**config.mk**
```make
export PLATFORM = sky130hd
export DESIGN_NAME = axi_config_arb
export DESIGN_NICKNAME = d
export VERILOG_FILES = /design/src/rtl/axi_config_pkg.sv /design/src/rtl/axi_config_rr_arb.sv /design/src/rtl/axi_config_arb.sv
export SDC_FILE = /design/constraint.sdc
export NUM_CORES = 1
export LEC_CHECK = 0
export CAP_MARGIN = 20
export CORE_UTILIZATION = 36
export DETAILED_ROUTE_END_ITERATION = 6
export PLACE_DENSITY_LB_ADDON = 0.2
export SETUP_SLACK_MARGIN = 0.2
export SYNTH_ARGS = -nofsm -noshare
export SYNTH_HDL_FRONTEND = slang
export SYNTH_SLANG_ARGS = --single-unit
```
**constraint.sdc**
```tcl
create_clock -name clk -period 1.4 [get_ports clk]
set_clock_uncertainty 0.1 [all_clocks]
set_input_delay 0.28 -clock clk [delete_from_list [all_inputs] [get_ports clk]]
set_output_delay 0.28 -clock clk [all_outputs]
set_load 0.01 [all_outputs]
```
**src/rtl/axi_config_pkg.sv**
```systemverilog
// Shared constants and types for the config-bus arbiter: latency/port limits
// and the layout of one read-tracking pipeline entry.
package axi_config_pkg;

  localparam int RD_LAT_MIN = 1;
  localparam int RD_LAT_MAX = 8;
  localparam int PORTS_MIN  = 2;
  localparam int PORTS_MAX  = 16;

  // Index field is sized for the largest legal port count so one entry type serves every build.
  localparam int PIPE_VLD_W = 1;
  localparam int PIPE_IDX_W = $clog2(PORTS_MAX);

  typedef struct packed {
    logic [PIPE_VLD_W-1:0] vld;
    logic [PIPE_IDX_W-1:0] idx;
  } rd_pipe_t;

  function automatic int idx_width(input int ports);
    return (ports > 1) ? $clog2(ports) : 1;
  endfunction

endpackage

```
**src/rtl/axi_config_rr_arb.sv**
```systemverilog
// Round-robin selector: first requesting port at or after the pointer,
// wrapping from PORTS-1 back to 0.
module axi_config_rr_arb #(
  parameter int PORTS = 2,
  parameter int IDX_W = 1
) (
  input  logic [PORTS-1:0] req_i,
  input  logic [IDX_W-1:0] ptr_i,
  output logic [PORTS-1:0] gnt_o,
  output logic [IDX_W-1:0] gnt_idx_o,
  output logic             gnt_valid_o
);

  localparam logic [IDX_W:0] PORTS_W = (IDX_W+1)'(PORTS);

  logic [IDX_W:0] cand;

  // Scan from the farthest offset down so the nearest requester is the last writer.
  always_comb begin
    gnt_o       = '0;
    gnt_idx_o   = '0;
    gnt_valid_o = 1'b0;
    cand        = '0;
    for (int i = PORTS-1; i >= 0; i--) begin
      cand = {1'b0, ptr_i} + (IDX_W+1)'(i);
      if (cand >= PORTS_W) cand = cand - PORTS_W;
      if (req_i[cand[IDX_W-1:0]]) begin
        gnt_idx_o   = cand[IDX_W-1:0];
        gnt_valid_o = 1'b1;
      end
    end
    if (gnt_valid_o) gnt_o[gnt_idx_o] = 1'b1;
  end

endmodule

```
**src/rtl/axi_config_arb.sv**
```systemverilog
// Round-robin arbiter sharing one register bus between PORTS requesters;
// issues registered commands and routes fixed-latency read data back.
module axi_config_arb
  import axi_config_pkg::*;
#(
  parameter int PORTS      = 2,
  parameter int ADDR_WIDTH = 32,
  parameter int DATA_WIDTH = 32,
  parameter int STRB_WIDTH = DATA_WIDTH/8,
  parameter int RD_LATENCY = 1
) (
  input  logic                        clk,
  input  logic                        rst_n,
  input  logic [PORTS-1:0]            s_req_valid,
  output logic [PORTS-1:0]            s_req_ready,
  input  logic [PORTS-1:0]            s_req_we,
  input  logic [PORTS*ADDR_WIDTH-1:0] s_req_addr,
  input  logic [PORTS*DATA_WIDTH-1:0] s_req_wdata,
  input  logic [PORTS*STRB_WIDTH-1:0] s_req_wstrb,
  output logic [PORTS-1:0]            s_resp_valid,
  output logic [DATA_WIDTH-1:0]       s_resp_rdata,
  output logic                        m_wr,
  output logic                        m_rd,
  output logic [ADDR_WIDTH-1:0]       m_addr,
  output logic [DATA_WIDTH-1:0]       m_wdata,
  output logic [STRB_WIDTH-1:0]       m_wstrb,
  input  logic [DATA_WIDTH-1:0]       m_rdata
);

  localparam int IDX_W = idx_width(PORTS);

  if (RD_LATENCY < RD_LAT_MIN || RD_LATENCY > RD_LAT_MAX) begin : g_bad_rd_latency
    $error("axi_config_arb: RD_LATENCY=%0d outside %0d..%0d", RD_LATENCY, RD_LAT_MIN, RD_LAT_MAX);
  end
  if (PORTS < PORTS_MIN || PORTS > PORTS_MAX) begin : g_bad_ports
    $error("axi_config_arb: PORTS=%0d outside %0d..%0d", PORTS, PORTS_MIN, PORTS_MAX);
  end

  logic [IDX_W-1:0]      ptr_q, ptr_d;
  logic [PORTS-1:0]      req_gated;
  logic [PORTS-1:0]      gnt;
  logic [IDX_W-1:0]      gnt_idx;
  logic                  gnt_vld;
  logic                  m_wr_q, m_rd_q, m_wr_d, m_rd_d;
  logic [ADDR_WIDTH-1:0] m_addr_q, m_addr_d;
  logic [DATA_WIDTH-1:0] m_wdata_q, m_wdata_d;
  logic [STRB_WIDTH-1:0] m_wstrb_q, m_wstrb_d;
  logic [PIPE_IDX_W-1:0] m_idx_q, m_idx_d;
  rd_pipe_t              pipe_q [RD_LATENCY];

  // Nothing may be granted while reset is held, even with requests pending.
  assign req_gated = s_req_valid & {PORTS{rst_n}};

  axi_config_rr_arb #(
    .PORTS (PORTS),
    .IDX_W (IDX_W)
  ) u_rr_arb (
    .req_i       (req_gated),
    .ptr_i       (ptr_q),
    .gnt_o       (gnt),
    .gnt_idx_o   (gnt_idx),
    .gnt_valid_o (gnt_vld)
  );

  assign s_req_ready = gnt;

  always_comb begin
    ptr_d     = ptr_q;
    m_addr_d  = m_addr_q;
    m_wdata_d = m_wdata_q;
    m_wstrb_d = m_wstrb_q;
    m_idx_d   = m_idx_q;
    m_wr_d    = 1'b0;
    m_rd_d    = 1'b0;
    if (gnt_vld) begin
      ptr_d     = (gnt_idx == IDX_W'(PORTS-1)) ? '0 : gnt_idx + 1'b1;
      m_addr_d  = s_req_addr[gnt_idx*ADDR_WIDTH +: ADDR_WIDTH];
      m_wdata_d = s_req_wdata[gnt_idx*DATA_WIDTH +: DATA_WIDTH];
      m_wstrb_d = s_req_wstrb[gnt_idx*STRB_WIDTH +: STRB_WIDTH];
      m_idx_d   = PIPE_IDX_W'(gnt_idx);
      m_wr_d    = s_req_we[gnt_idx];
      m_rd_d    = ~s_req_we[gnt_idx];
    end
  end

  always_ff @(posedge clk or negedge rst_n) begin
    if (!rst_n) begin
      ptr_q     <= '0;
      m_wr_q    <= 1'b0;
      m_rd_q    <= 1'b0;
      m_addr_q  <= '0;
      m_wdata_q <= '0;
      m_wstrb_q <= '0;
      m_idx_q   <= '0;
      for (int i = 0; i < RD_LATENCY; i++) pipe_q[i] <= '0;
    end else begin
      ptr_q     <= ptr_d;
      m_wr_q    <= m_wr_d;
      m_rd_q    <= m_rd_d;
      m_addr_q  <= m_addr_d;
      m_wdata_q <= m_wdata_d;
      m_wstrb_q <= m_wstrb_d;
      m_idx_q   <= m_idx_d;
      // Entry enters while m_rd is on the bus, so it exits RD_LATENCY cycles after the read strobe.
      pipe_q[0] <= '{vld: m_rd_q, idx: m_idx_q};
      for (int i = 1; i < RD_LATENCY; i++) pipe_q[i] <= pipe_q[i-1];
    end
  end

  assign m_wr    = m_wr_q;
  assign m_rd    = m_rd_q;
  assign m_addr  = m_addr_q;
  assign m_wdata = m_wdata_q;
  assign m_wstrb = m_wstrb_q;

  always_comb begin
    s_resp_valid = '0;
    for (int p = 0; p < PORTS; p++) begin
      s_resp_valid[p] = pipe_q[RD_LATENCY-1].vld[0] &&
                        (pipe_q[RD_LATENCY-1].idx == PIPE_IDX_W'(p));
    end
  end

  assign s_resp_rdata = m_rdata;

endmodule

```
==> results by group, run 1 <==
Timing
  • Hold_ws: 0.0122 ns
  • Fin worst setup slack: -0.124 ns
  • Max Fclk: 0.656 GHz
  • Final slew viol count: 0
  • Final setup fails: 18
  • Fin. Hold Viols: 0
  • Part of the cycle the worst path needs: 109%
  • Measured slew at the worst slew-check pin: 0.352 ns
  • RSZ-0062 raised after global routing: yes
  • Post-route minimum period: 1.52 ns
  • Slew HR: 76.5%

Drt
  • DRT antenna net count: 0
  • Via density: 5.68
  • Remaining DRCs: 0
  • Via total after detailed routing: 4501
  • DRT Pass-1 Iters: 5
  • Initial DRC count: 368
  • Total Routed Length: 15400 um
  • Drt wl/cell: 19.4 um

GRT
  • Gr usage total: 25.4%
  • Pin count of the biggest net entering global routing: 76
  • Vias in the first global route: 4279
  • Gr ovfl total: 0
  • Initial antenna violation count: 0
  • Global-route wire length before repair: 22800 um

Synthesis
  • Post-synth ARST share: 100%
  • Top cells by count, synth: dfrtp_1 (74), nor2_1 (72), o2111ai_1 (69)
  • Synth top area share: 45.0%
  • YS warnings: 0
  • Syn_nets: 628
  • Count leader, synth: dfrtp_1
  • Yosys cell types: 20
  • Syn Inst Count: 454
  • Main synth FF type: dfrtp_1
  • Yosys reg bits: 74
  • Mapped Avg Cell Area: 9.06 um^2
  • Post-synth top area cell: dfrtp_1
  • Number of synthesized flops with an enable pin: 0
  • Seq/Total Area, Yosys: 45.0%
  • Synth top area cells: dfrtp_1 (45%), o2111ai_1 (15%), a31oi_1 (10%)
  • Synth Cell Area: 4110 um^2

Die
  • Die X: 109 um
  • I/O pin total: 280
  • Std-Cell Rows: 38
  • Die area: 11900 um^2
  • Die Span Y: 109 um
  • Core area: 11000 um^2
  • Initial core utilization: 37.5%

Cells and area
  • Final #Nets: 821
  • Diodes inserted: 0
  • Area occupied by multi-input gates: 1750 um^2
  • Post-route insts no fill: 792
  • Sequential cell area: 1850 um^2
  • Layout cells sized above 1: 24.1%
  • Filler instances: 985
  • Area Growth Syn to Fin: 62.5%

Power and ir drop
  • LEAKAGE: 2.63 nW
  • Power density over the cells: 1090 nW/um^2
  • Total Power: 7.30 mW
  • VDD IR max: 0.589 mV

Clocking
  • Clock Latency Late Sink: 0.32 ns
  • H-tree depth: 3
  • CTS tree: yes
  • CTS max path bufs: 2
  • Inserted Clock Buffers: 9
  • Clock sink count: 74
  • Root buffer cell: clkbuf_16
  • Clock-pin slew on the worst setup and hold paths: 0.05 ns

Worst setup path
  • CP required: 1.02 ns
  • Setup CP Type: flip-flop to output port
  • Type of element capturing the critical path: output port
  • Arr. time, crit path: 1.14 ns
  • Worst Setup Start Kind: flip-flop
  • Critical-path maximum fanout: 3
  • R2R Setup Slk: -0.10 ns

Min path
  • Worst hold path class: input port to async pin

Placed design
  • Pre-CTS setup slack: -0.643 ns
  • Cell total after placement: 744
  • Port-buffer cells: 215
  • Dpl hpwl: 10300 um
  • Gpl congestion: 0.774

Run status
  • Failing checks: negative setup slack
  • Status: finished, violations left

Run
  • Max_cap viols: 0
area by class of cell:
type / count / share of cell area [%]
clock buffers: 11 / 3.63
clock inverters: 5 / 1.16
flip-flops and latches: 74 / 27.7
well taps: 140 / 2.62
inverters: 1 / 0.0562
repair buffers: 274 / 38.7
multi-input cells: 287 / 26.2
placed cells by master (no fill, tap or decap), types with 2 or more instances in the layout:
cell type | Yosys | routed
clkdlybuf4s50_1 | 0 | 138
dfrtp_1 | 74 | 73
nor2_1 | 72 | 70
o2111ai_1 | 69 | 69
a31oi_1 | 68 | 68
o21ai_0 | 57 | 57
buf_2 | 21 | 49
buf_4 | 36 | 43
buf_6 | 4 | 28
o21ai_1 | 13 | 12
buf_12 | 0 | 12
clkbuf_16 | 0 | 9
nor2_4 | 0 | 2
bufinv_16 | 0 | 2
clkinv_2 | 0 | 2
stage by stage:
| stage | TNS, ns | util (%) | area (um^2) |
|---|---|---|---|
| 3_5_place_dp | -39.40 | 56.6 | 6220 |
| 3_3_place_gp | -36.40 | 56.6 | 6220 |
| 5_1_grt | -3.26 | 60.9 | 6680 |
| 2_1_floorplan | 0 | - | 4190 |
| 6_report | -1.36 | 60.9 | 6680 |
| 4_1_cts | -4.05 | 59.1 | 6490 |
final timing paths:
check,start,to,cells past startpoint
hold reg to reg,m_idx_q[0],pipe_q[0],0
max in group asynchronous,rst_n,m_wdata[24],4
setup / recovery,ptr_q,s_req_ready[0],4
setup reg to reg,ptr_q,m_wdata[21],5
hold / removal,rst_n,m_wdata[26],3
min in group clk,rst_n,m_wr,4
state kept, by name, indices dropped and copies added, names as in the netlist:
name,cells
m_rd,1
ptr_q,1
m_wdata,32
m_wstrb,4
m_idx_q,1
m_addr,32
pipe_q,2
m_wr,1
worst max-delay path, stage by stage (launching register included):
cell     delay (ns)
dfrtp_2        0.43
nor2b_4        0.16
nor2_4         0.06
nor2_4         0.07
buf_6          0.10
per-layer routing:
metal	vias to the layer above	track usage, %	wire length (um)
li1	2107	-	-
met1	2126	29.0	5790
met2	233	43.6	7640
met3	35	6.69	1330
met4	0	13.0	599
met5	-	0	0
repair_timing:
action / 4_1_cts / 5_1_grt
endpoints found under the hold margin: 5 / 0
resized for setup: 328 / 14
cloned: 2 / 0
setup endpoints to repair: 146 / 145
pin swaps: 1 / 16
setup buffers: 13 / 16
hold buffers: 1 / 0
report_power, final:
group / switching [mW] / internal, mW / leakage [nW]
Sequential: 0.175 / 2.43 / 0.834
Clock: 0.887 / 1.60 / 0.156
Combinational: 1.01 / 1.19 / 1.64
Total: 2.07 / 5.23 / 2.63
kinds of logic after synthesis:
| family | after synthesis | synth area share (%) |
|---|---|---|
| compound gates | 210 | 34.2 |
| buf+inv | 93 | 13.1 |
| simple gates | 77 | 7.63 |
| flops | 74 | 45.0 |
Power figures use the tool's default switching activity.
==> run 2, diff against run 1 <==
--- a/config.mk
+++ b/config.mk
@@ -5,8 +5,9 @@
 export SDC_FILE = /design/constraint.sdc
 export NUM_CORES = 1
 export LEC_CHECK = 0
+export ABC_AREA = 1
 export CAP_MARGIN = 20
-export CORE_UTILIZATION = 36
+export CORE_UTILIZATION = 37
 export DETAILED_ROUTE_END_ITERATION = 6
 export PLACE_DENSITY_LB_ADDON = 0.2
 export SETUP_SLACK_MARGIN = 0.2
==> run 2 against run 1 <==
The run still ends with negative setup slack left. Combinational power shrank 5%. Sequential share of layout area shrank 0.92 points. Maximum frequency shrank 0.53%. Via count grew 2.9%. Wire length shrank 9.7%. First-iteration DRC count shrank 24%. Total power shrank 3.7%. Critical path type unchanged.
==> results by group, run 2 <==
Die
  • I/O pin total: 280 (unchanged)
  • Die Span Y: 110 um (+1.4%)
  • Die X: 110 um (+1.4%)
  • Initial core utilization: 38.1% (+0.62 points)
  • Std-Cell Rows: 39 (+2.6%)
  • Die area: 12200 um^2 (+2.8%)
  • Core area: 11400 um^2 (+4.0%)

Worst setup path
  • Crit path top cell by count: nand2_2
  • Crit-path leading delay family: flip-flops
  • Setup CP Type: flip-flop to output port
  • Buf/Inv on CP: 3 (+2)
  • Stages on worst setup path: 6 (+2)
  • Worst Setup Start Kind: flip-flop
  • R2R depth: 7 (+2)
  • R2R Setup Slk: -0.02 ns (+0.08 ns)
  • Arr. time, crit path: 1.15 ns (about the same)
  • CP required: 1.02 ns (about the same)
  • Critical Path, Cell by Cell: inv_1 > nand2_2 > nand2_2 > inv_2 > nor2_2 > buf_2
  • CP max-delay cell: dfrtp_1
  • Critical-path maximum fanout: 3 (unchanged)
  • CP max stage delay: 0.38 ns (-0.05 ns)
  • Type of element capturing the critical path: output port

Clocking
  • Clock Latency Late Sink: 0.32 ns (about the same)
  • Clock-pin slew on the worst setup and hold paths: 0.06 ns (about the same)
  • CTS max path bufs: 2 (unchanged)
  • Inserted Clock Buffers: 9 (unchanged)
  • CTS tree: yes
  • Root buffer cell: clkbuf_16
  • Clock sink count: 74 (unchanged)
  • H-tree depth: 3 (unchanged)

Cells and area
  • Post-route insts no fill: 997 (+26%)
  • Filler instances: 1041 (+5.7%)
  • Area occupied by multi-input gates: 1530 um^2 (-12%)
  • Diodes inserted: 0 (unchanged)
  • Final #Nets: 1023 (+25%)
  • Area Growth Syn to Fin: 58.9%
  • Final Cell Area: 6910 um^2 (+3.4%)
  • Sequential cell area: 1850 um^2 (about the same)
  • Most common cell after layout, fill and taps aside: nand2_1
  • Commonest non-fill, non-tap cells in the layout: nand2_1 (211), inv_1 (140), clkdlybuf4s50_1 (138), nand3_1 (136), dfrtp_1 (74)
  • Layout cells sized above 1: 17.1% (-7.0 points)

Synthesis
  • Mapped Avg Cell Area: 6.78 um^2 (-25%)
  • Post-synth top area cell: dfrtp_1
  • Post-synth ARST share: 100% (unchanged)
  • Count leader, synth: nand2_1
  • Main synth FF type: dfrtp_1
  • Syn Inst Count: 641 (+41%)
  • Syn_nets: 815 (+30%)
  • Synth top area cells: dfrtp_1 (43%), nand2_1 (18%), nand3_1 (16%)
  • Number of synthesized flops with an enable pin: 0 (unchanged)
  • Yosys cell types: 15 (-25%)
  • Synth top area share: 42.6% (-2.4 points)
  • YS warnings: 0 (unchanged)
  • Top cells by count, synth: nand2_1 (211), inv_1 (141), nand3_1 (136)
  • Synth Cell Area: 4350 um^2 (+5.7%)
  • Yosys reg bits: 74 (unchanged)
  • Seq/Total Area, Yosys: 42.6% (-2.4 points)

Run status
  • Failing checks: negative setup slack
  • Status: finished, violations left

Timing
  • RSZ-0062 raised after global routing: yes
  • Measured slew at the worst slew-check pin: 0.791 ns (+0.438 ns)
  • Slew HR: 47.3% (-29 points)
  • Final slew viol count: 0 (unchanged)
  • Post-route minimum period: 1.53 ns (+0.00807 ns)
  • Setup TNS: -0.211 ns (+1.15 ns)
  • Part of the cycle the worst path needs: 109% (+0.58 points)
  • Fin worst setup slack: -0.132 ns (-0.00807 ns)
  • Final setup fails: 5 (-13)
  • Max Fclk: 0.653 GHz (-0.53%)
  • Fin. Hold Viols: 0 (unchanged)

Run
  • Max_cap viols: 0 (unchanged)

Power and ir drop
  • Clock Power Share: 33.2% (-0.9 points)
  • VDD IR max: 0.613 mV (+4.2%)
  • Switching Power: 1.99 mW (-3.7%)
  • Internal: 5.04 mW (-3.6%)
  • Switching portion of total power: 28.4% (about the same)
  • Combinational share of power: 29.7% (-0.4 points)
  • LEAKAGE: 3.95 nW (+50%)
  • Sequential power share: 37.2% (+1.5 points)
  • Power density over the cells: 1020 nW/um^2 (-6.8%)

Placed design
  • Port-buffer cells: 215 (unchanged)
  • Cell total after placement: 949 (+28%)
  • Dpl hpwl: 9170 um (-11%)
  • Placement Cell Area: 6420 um^2 (+3.3%)
  • Gpl congestion: 0.873 (+13%)

GRT
  • Vias in the first global route: 4499 (+5.1%)
  • Gr usage total: 21.5% (-3.9 points)
  • Pin count of the biggest net entering global routing: 63 (-17%)
  • Global-route wire length before repair: 21300 um (-6.7%)
  • Gr ovfl total: 0 (unchanged)
  • Initial antenna violation count: 0 (unchanged)

Drt
  • Initial DRC count: 279 (-24%)
  • Total Routed Length: 13900 um (-9.7%)
  • DRT Pass-1 Iters: 4 (-1)
  • Via density: 4.64 (-18%)
  • DRT antenna net count: 0 (unchanged)
  • Drt wl/cell: 13.9 um (-28%)
  • Remaining DRCs: 0 (unchanged)
  • Via total after detailed routing: 4630 (+2.9%)

Min path
  • Worst hold path class: input port to async pin
-- run 2: changes by cell type in the layout (fill, tap and decap cells not counted), moves of 8 or more --
cell	before	now
nor2_1	70	2
o2111ai_1	69	0
o21ai_1	12	0
nand2_1	0	211
a31oi_1	68	0
buf_12	12	4
o21ai_0	57	1
nand3_1	0	136
inv_1	0	140
-- run 2: final timing paths --
kind                                  end  startpoint
setup / recovery           s_req_ready[0]       ptr_q
hold / removal                 m_addr[12]       rst_n
setup reg to reg              m_wdata[11]       ptr_q
hold reg to reg                 pipe_q[0]  m_idx_q[0]
max in group asynchronous     m_wdata[24]       rst_n
min in group clk                pipe_q[0]  m_idx_q[0]
-- run 2: logic make-up (layout without fill, tap and decap cells) --
kind of cell    count (synthesis)  after routing  synth area share (%)
compound gates                  3              3                 0.431
flops                          74             74                  42.6
buf+inv                       211            424                  22.4
simple gates                  353            353                  34.6
-- run 2: stage by stage --
| stage | util (%) | total power, mW | setup slack [ns] | hold WS, ns |
|---|---|---|---|---|
| floorplan | - | 3.48 | 0.203 | -0.116 |
| global placement | 56.2 | 4.59 | -0.576 | 0.263 |
| detailed placement | 56.2 | 4.62 | -0.583 | 0.268 |
| CTS | 57.6 | 6.85 | -0.133 | 0.0840 |
| global route | 60.5 | 7.40 | -0.181 | 0.118 |
| finish | 60.5 | 7.03 | -0.132 | 0.0387 |
-- run 2: layout make-up --
type,count,area share [%]
multi-input cells,356,22.2
clock inverters,4,0.725
inverters,143,7.77
well taps,143,2.59
clock buffers,12,3.71
flip-flops and latches,74,26.8
repair buffers,265,36.2
-- run 2: timing repair --
item / in CTS / in global routing
setup endpoints to repair: 146 / 146
cloned: 0 / 5
pin swaps: 5 / 0
endpoints found under the hold margin: 12 / 0
buffers inserted: 10 / 16
hold buffers: 1 / 0
resized for setup: 323 / 21
-- run 2: power groups by stage --
stage	Combinational [mW]	Clock, mW	Sequential, mW
after floorplan	0.727	0	2.75
after global placement	1.97	0	2.62
after detailed placement	2.00	0	2.63
after CTS	1.87	2.38	2.60
after global routing	2.28	2.48	2.64
final	2.09	2.33	2.61
-- run 2: routing by layer --
layer,routed length (um),global-route usage (%),share of wire [%]
met5,0,0,0
met3,935,5.21,6.7
met1,5710,25.6,41
met4,322,8.53,2.3
met2,6910,37.3,50
